### src/rtl/imem_loader.sv
// Boot loader: receives a framed byte stream, writes big-endian words into instruction memory,
// verifies the trailing XOR checksum, and keeps the core in reset until the load succeeds.
module imem_loader #(
  parameter logic [31:0] BASE_ADDR = 32'h0000_0000,
  parameter int unsigned MAX_WORDS = 256
) (
  input  logic        clock,
  input  logic        reset_global,
  input  logic [7:0]  byte_in,
  input  logic        byte_valid,
  output logic        byte_ready,
  input  logic        reload,
  output logic        wr_en,
  output logic [31:0] wr_addr,
  output logic [31:0] wr_data,
  output logic        cpu_reset_n,
  output logic        done,
  output logic        error
);

  typedef enum logic [2:0] {
    StHdrHi,
    StHdrLo,
    StData,
    StCheck,
    StDone,
    StError
  } state_e;

  state_e      state_q, state_d;
  logic [15:0] count_q, count_d;
  logic [15:0] word_cnt_q, word_cnt_d;
  logic [1:0]  idx_q, idx_d;
  logic [23:0] word_q, word_d;
  logic [7:0]  xor_q, xor_d;
  logic        byte_ready_q, byte_ready_d;
  logic        wr_en_q, wr_en_d;
  logic [31:0] wr_addr_q, wr_addr_d;
  logic [31:0] wr_data_q, wr_data_d;
  logic        cpu_reset_n_q, cpu_reset_n_d;
  logic        done_q, done_d;
  logic        error_q, error_d;

  logic        xfer;
  logic [15:0] hdr_count;

  assign xfer      = byte_valid & byte_ready_q;
  assign hdr_count = {count_q[15:8], byte_in};

  always_comb begin
    state_d    = state_q;
    count_d    = count_q;
    word_cnt_d = word_cnt_q;
    idx_d      = idx_q;
    word_d     = word_q;
    xor_d      = xor_q;
    wr_en_d    = 1'b0;
    wr_addr_d  = wr_addr_q;
    wr_data_d  = wr_data_q;

    unique case (state_q)
      StHdrHi: begin
        if (xfer) begin
          count_d[15:8] = byte_in;
          xor_d         = xor_q ^ byte_in;
          state_d       = StHdrLo;
        end
      end
      StHdrLo: begin
        if (xfer) begin
          count_d[7:0] = byte_in;
          xor_d        = xor_q ^ byte_in;
          if ({16'd0, hdr_count} > MAX_WORDS) begin
            state_d = StError;
          end else if (hdr_count == 16'd0) begin
            state_d = StCheck;
          end else begin
            state_d = StData;
          end
        end
      end
      StData: begin
        if (xfer) begin
          xor_d  = xor_q ^ byte_in;
          idx_d  = idx_q + 2'd1;
          word_d = {word_q[15:0], byte_in};
          if (idx_q == 2'd3) begin
            wr_en_d    = 1'b1;
            wr_addr_d  = BASE_ADDR + {14'd0, word_cnt_q, 2'b00};
            wr_data_d  = {word_q, byte_in};
            word_cnt_d = word_cnt_q + 16'd1;
            if (word_cnt_q + 16'd1 == count_q) begin
              state_d = StCheck;
            end
          end
        end
      end
      StCheck: begin
        if (xfer) begin
          state_d = (byte_in == xor_q) ? StDone : StError;
        end
      end
      StDone, StError: begin
        if (reload) begin
          state_d    = StHdrHi;
          xor_d      = 8'd0;
          word_cnt_d = 16'd0;
          idx_d      = 2'd0;
        end
      end
      default: state_d = StHdrHi;
    endcase

    // Status outputs follow the state being entered so they change on the deciding edge.
    byte_ready_d  = (state_d != StDone) && (state_d != StError);
    done_d        = (state_d == StDone);
    error_d       = (state_d == StError);
    cpu_reset_n_d = (state_d == StDone);
  end

  always_ff @(posedge clock or negedge reset_global) begin
    if (!reset_global) begin
      state_q       <= StHdrHi;
      count_q       <= 16'd0;
      word_cnt_q    <= 16'd0;
      idx_q         <= 2'd0;
      word_q        <= 24'd0;
      xor_q         <= 8'd0;
      byte_ready_q  <= 1'b0;
      wr_en_q       <= 1'b0;
      wr_addr_q     <= BASE_ADDR;
      wr_data_q     <= 32'd0;
      cpu_reset_n_q <= 1'b0;
      done_q        <= 1'b0;
      error_q       <= 1'b0;
    end else begin
      state_q       <= state_d;
      count_q       <= count_d;
      word_cnt_q    <= word_cnt_d;
      idx_q         <= idx_d;
      word_q        <= word_d;
      xor_q         <= xor_d;
      byte_ready_q  <= byte_ready_d;
      wr_en_q       <= wr_en_d;
      wr_addr_q     <= wr_addr_d;
      wr_data_q     <= wr_data_d;
      cpu_reset_n_q <= cpu_reset_n_d;
      done_q        <= done_d;
      error_q       <= error_d;
    end
  end

  assign byte_ready  = byte_ready_q;
  assign wr_en       = wr_en_q;
  assign wr_addr     = wr_addr_q;
  assign wr_data     = wr_data_q;
  assign cpu_reset_n = cpu_reset_n_q;
  assign done        = done_q;
  assign error       = error_q;

endmodule

### config.mk
export PLATFORM = sky130hd
export DESIGN_NAME = imem_loader
export DESIGN_NICKNAME = d
export VERILOG_FILES = /design/src/rtl/imem_loader.sv
export SDC_FILE = /design/constraint.sdc
export NUM_CORES = 1
export LEC_CHECK = 0
export CORE_UTILIZATION = 49
export DETAILED_ROUTE_END_ITERATION = 8
export PLACE_DENSITY = 0.76
export SYNTH_ARGS = -nofsm -noshare
export SYNTH_HDL_FRONTEND = slang
export SYNTH_SLANG_ARGS = --single-unit
### constraint.sdc
create_clock -name clock -period 2.07 [get_ports clock]
set_input_delay 0.414 -clock clock [delete_from_list [all_inputs] [get_ports clock]]
set_output_delay 0.414 -clock clock [all_outputs]
set_load 0.02 [all_outputs]
==> results of run 1 <==
[flip-flops by register name, indices dropped and copies added, names as in the netlist]
signal,cells
byte_ready,1
count_q,16
done,1
error,1
idx_q,2
state_q,3
word_cnt_q,16
word_q,24
wr_addr,16
wr_data,32
wr_en,1
xor_q,8
[worst reg2reg max path: cells and delay by family (launching register included)]
kind	cells	cell delay, ps
fa+ha+maj	1	160
simple gates	2	470
flops	1	380
compound gates	3	860
[cell type report]
cell class / instances / area [sq um] / share of cell area
Inverter: 2 / 7.51 / 0.00104
Timing Repair Buffer: 108 / 1030 / 0.143
Multi-Input combinational cell: 401 / 2350 / 0.327
Tap cell: 140 / 175 / 0.0243
Sequential cell: 121 / 3030 / 0.421
Clock buffer: 18 / 439 / 0.0610
Clock inverter: 14 / 163 / 0.0226
[power groups by stage]
stage                     clock, W  combinational, W  sequential [W]
final                      0.00295           0.00143         0.00314
after floorplan                  0           0.00104         0.00307
after CTS                  0.00298           0.00143         0.00314
after detailed placement         0           0.00142         0.00317
after global placement           0           0.00135         0.00314
after global routing       0.00308           0.00156         0.00319
[metrics by stage]
stage | instance area [sq um] | total power, W | cells | setup WS, ps | setup TNS (ps)
floorplan | 5600 | 0.00411 | 572 | 61.5 | 0
global placement | 6560 | 0.00449 | 772 | -244 | -917
detailed placement | 6560 | 0.00459 | 772 | -330 | -1840
CTS | 7160 | 0.00755 | 804 | 22.4 | 0
global route | 7190 | 0.00782 | 804 | -29.4 | -29.4
finish | 7190 | 0.00752 | 804 | 88.9 | 0
[cell families (layout without fill, tap and decap cells)]
kind of cell    Yosys count  in the layout
other cells               1             16
buf+inv                  50            142
flops                   121            121
simple gates            252            252
mux                      41             41
compound gates           56             56
fa+ha+maj                 2              2
xor+xnor                 34             34
[synth_stat cells (all sizes together), types with 2 or more instances]
cell type	n	share of area
o21ai	42	0.038
xor2	13	0.021
or4	2	0.0027
nand2b	11	0.012
nand4	9	0.010
and3	2	0.0025
ha	2	0.0045
mux2	40	0.081
nor2	24	0.016
nor3b	2	0.0027
o31ai	3	0.0041
clkbuf	24	0.016
nand3b	2	0.0027
buf	24	0.029
dfrtp	121	0.55
inv	2	0.0014
o31a	2	0.0032
nor4	5	0.0057
o41ai	2	0.0045
xnor2	21	0.033
nand3	13	0.016
and2	2	0.0023
nor3	8	0.0081
nand2	167	0.11
[final timing paths]
check                         startpoint           to  slack [ps]  depth (start not counted)
max in group asynchronous   reset_global         done        1480                          2
min                         reset_global  wr_data[24]          50                          2
max                        word_cnt_q[1]   state_q[0]          90                          6
max reg2reg                word_cnt_q[1]   state_q[0]          90                          6
min in group clock            word_q[20]  wr_data[28]         470                          2
min reg2reg                   word_q[20]  wr_data[28]         470                          2
[what timing repair did]
item                       4_1_cts  5_1_grt
setup endpoints to repair        1        2
pin swaps                        2        3
gates resized for setup          1        7
[placed cells by master (no fill, tap or decap), drive strengths merged, types with 5 or more instances in the layout]
cell type	count
conb	16
clkbuf	18
clkdlybuf4s50	63
buf	45
nor2	24
nand3	13
o21ai	42
nor3	8
xnor2	21
inv	6
nand2	167
dfrtp	121
xor2	13
nand4	9
nand2b	11
mux2	40
nor4	5
[per-layer routing]
| metal | vias to the layer above | GRT usage | routed length [microns] |
|---|---|---|---|
| li1 | 2008 | - | - |
| met1 | 2090 | 0.288 | 5390 |
| met2 | 123 | 0.374 | 6200 |
| met3 | 27 | 0.0524 | 524 |
| met4 | 0 | 0.104 | 309 |
| met5 | - | 0 | 0 |
==> results.yml, run 1 <==
power:
  cellInternalPower_w: 0.00533
  power.switching_w: 0.00219
  power_frac_clock: 0.392
  power.share.combinational: 0.190
  power.share.switching: 0.291
  leakage_nw: 3.44
  share_seq_of_total_power: 0.418
  pwr_density_cell_nw_per_um2: 1050
  ir_worst_vdd_mv: 0.620
critical_path:
  worst_ep_required_time_ps: 2370
  cp.buffers_inverters: 0
  worstPathCellList: "ha_4 > nand3_4 > or3_4 > a2111oi_2 > o2111ai_1 > o41ai_2"
  critPathKind: "reg -> reg"
  cp_max_stage_cell: "sky130_fd_sc_hd__or3_4"
  critical_path.max_fanout: 2
  timing.critical_path.arrival_ps: 2280
  max_stage_delay_ps: 410
  critical_path.top_delay_family: "compound AO/OA/AOI/OAI gates"
  worstSetupStartpointType: "register"
  timing.critical_path.to_type: "register"
synth:
  synth_compound_gate_area_share: 0.0609
  synth_warnings: 0
  synth_xor_area_frac: 0.0539
  postSynthRegisterBits: 121
  leading_register_cell_type_out_of_synthesis: "sky130_fd_sc_hd__dfrtp_1"
  largest_family_of_logic_cells_by_synthesized_area: "simple AND/OR/NAND/NOR gates"
  post_synth_instance_area_sq_um: 5530
  synth.lib_cells_used.distinct: 45
  syn-mean-instance-area_sq_um: 9.93
  synthesis.instances: 557
  postSynth.asyncResetShare: 1.00
  post_synth_mux_area_share: 0.0833
  synth-edff-count: 0
  synth_adder_area_share: 0.00453
  ys_seq_area_frac: 0.548
  post_synth_and_or_nand_nor_area_fraction: 0.203
clocking:
  setup_fix_bufs_post_cts: 0
  numCtsBuffers: 17
  ctsHoldBuffers: 0
  cts_clk_pin_slew_worst_paths_ps: 60
  clk_lat_worst_skew_ps: 410
  cts_max_level: 4
  cts_buffer_depth: 2
  cts_tree: "done"
  clock_tree.root_cell: "sky130_fd_sc_hd__clkbuf_16"
  clock_sink_count: 121
layout:
  layout-area-overhead-vs-synth_pct: 30.1
  num-fill-cells: 861
  share_of_post_route_cells_with_drive_strength_above_1: 0.197
  num-nets-final: 665
  diodes: 0
  utilization_after_layout: 0.658
hold_path:
  hold_class: "in -> async"
die:
  design.core.area_sq_um: 10900
  fp.dieArea_sq_um: 11700
  die_y_microns: 108
  num_rows: 38
  io_pins: 81
  floorplan.initialDensity: 0.506
  dieWidth_microns: 108
routing:
  avgRoutedWirePerCell_microns: 15.4
  vias_per_cell: 5.28
  antenna_violating_nets_post_route: 0
  drt_first_iter_violations: 232
  detail_route.first_pass.iterations: 4
  route.final.wire_length_microns: 12400
  vias: 4248
  drt_drc_violations_left: 0
status:
  outcome: "completed"
timing:
  fmaxAchievable_mhz: 505
  finalWorstPathRequiredPeriod_ps: 1980
  period_share: 0.957
  worst_rel_slew_slack: 0.551
  report.final.hold_viol_count: 0
  final.setup_skew_ps: 9.01
  finalMaxSlewViolations: 0
  timing_worst_slew_pin_value_ps: 674
  setup-violations-final: 0
  finalHoldWorstSlack_ps: 51.4
global_route:
  grt_overflow_total: 0
  grt_first_pass_wirelength_microns: 20300
  grt.total_usage: 0.228
  via_count_of_the_first_global_routing_pass: 4270
  antenna_found_initial: 0
  grt_start_max_net_pins: 122
run:
  timing.max_cap.violations: 0
place:
  buffer_ports.inserted: 64
  dp_hpwl_microns: 8300
  gp_congestion: 0.897
Power figures use the tool's default switching activity.
==> inputs of run 2 (changes only) <==
--- a/config.mk
+++ b/config.mk
@@ -8,6 +8,7 @@
 export CORE_UTILIZATION = 49
 export DETAILED_ROUTE_END_ITERATION = 8
 export PLACE_DENSITY = 0.76
+export SLEW_MARGIN = 5
 export SYNTH_ARGS = -nofsm -noshare
 export SYNTH_HDL_FRONTEND = slang
 export SYNTH_SLANG_ARGS = --single-unit
==> results of run 2 <==
Same layout as run 1: the final DEF is identical, and so are final timing and power.
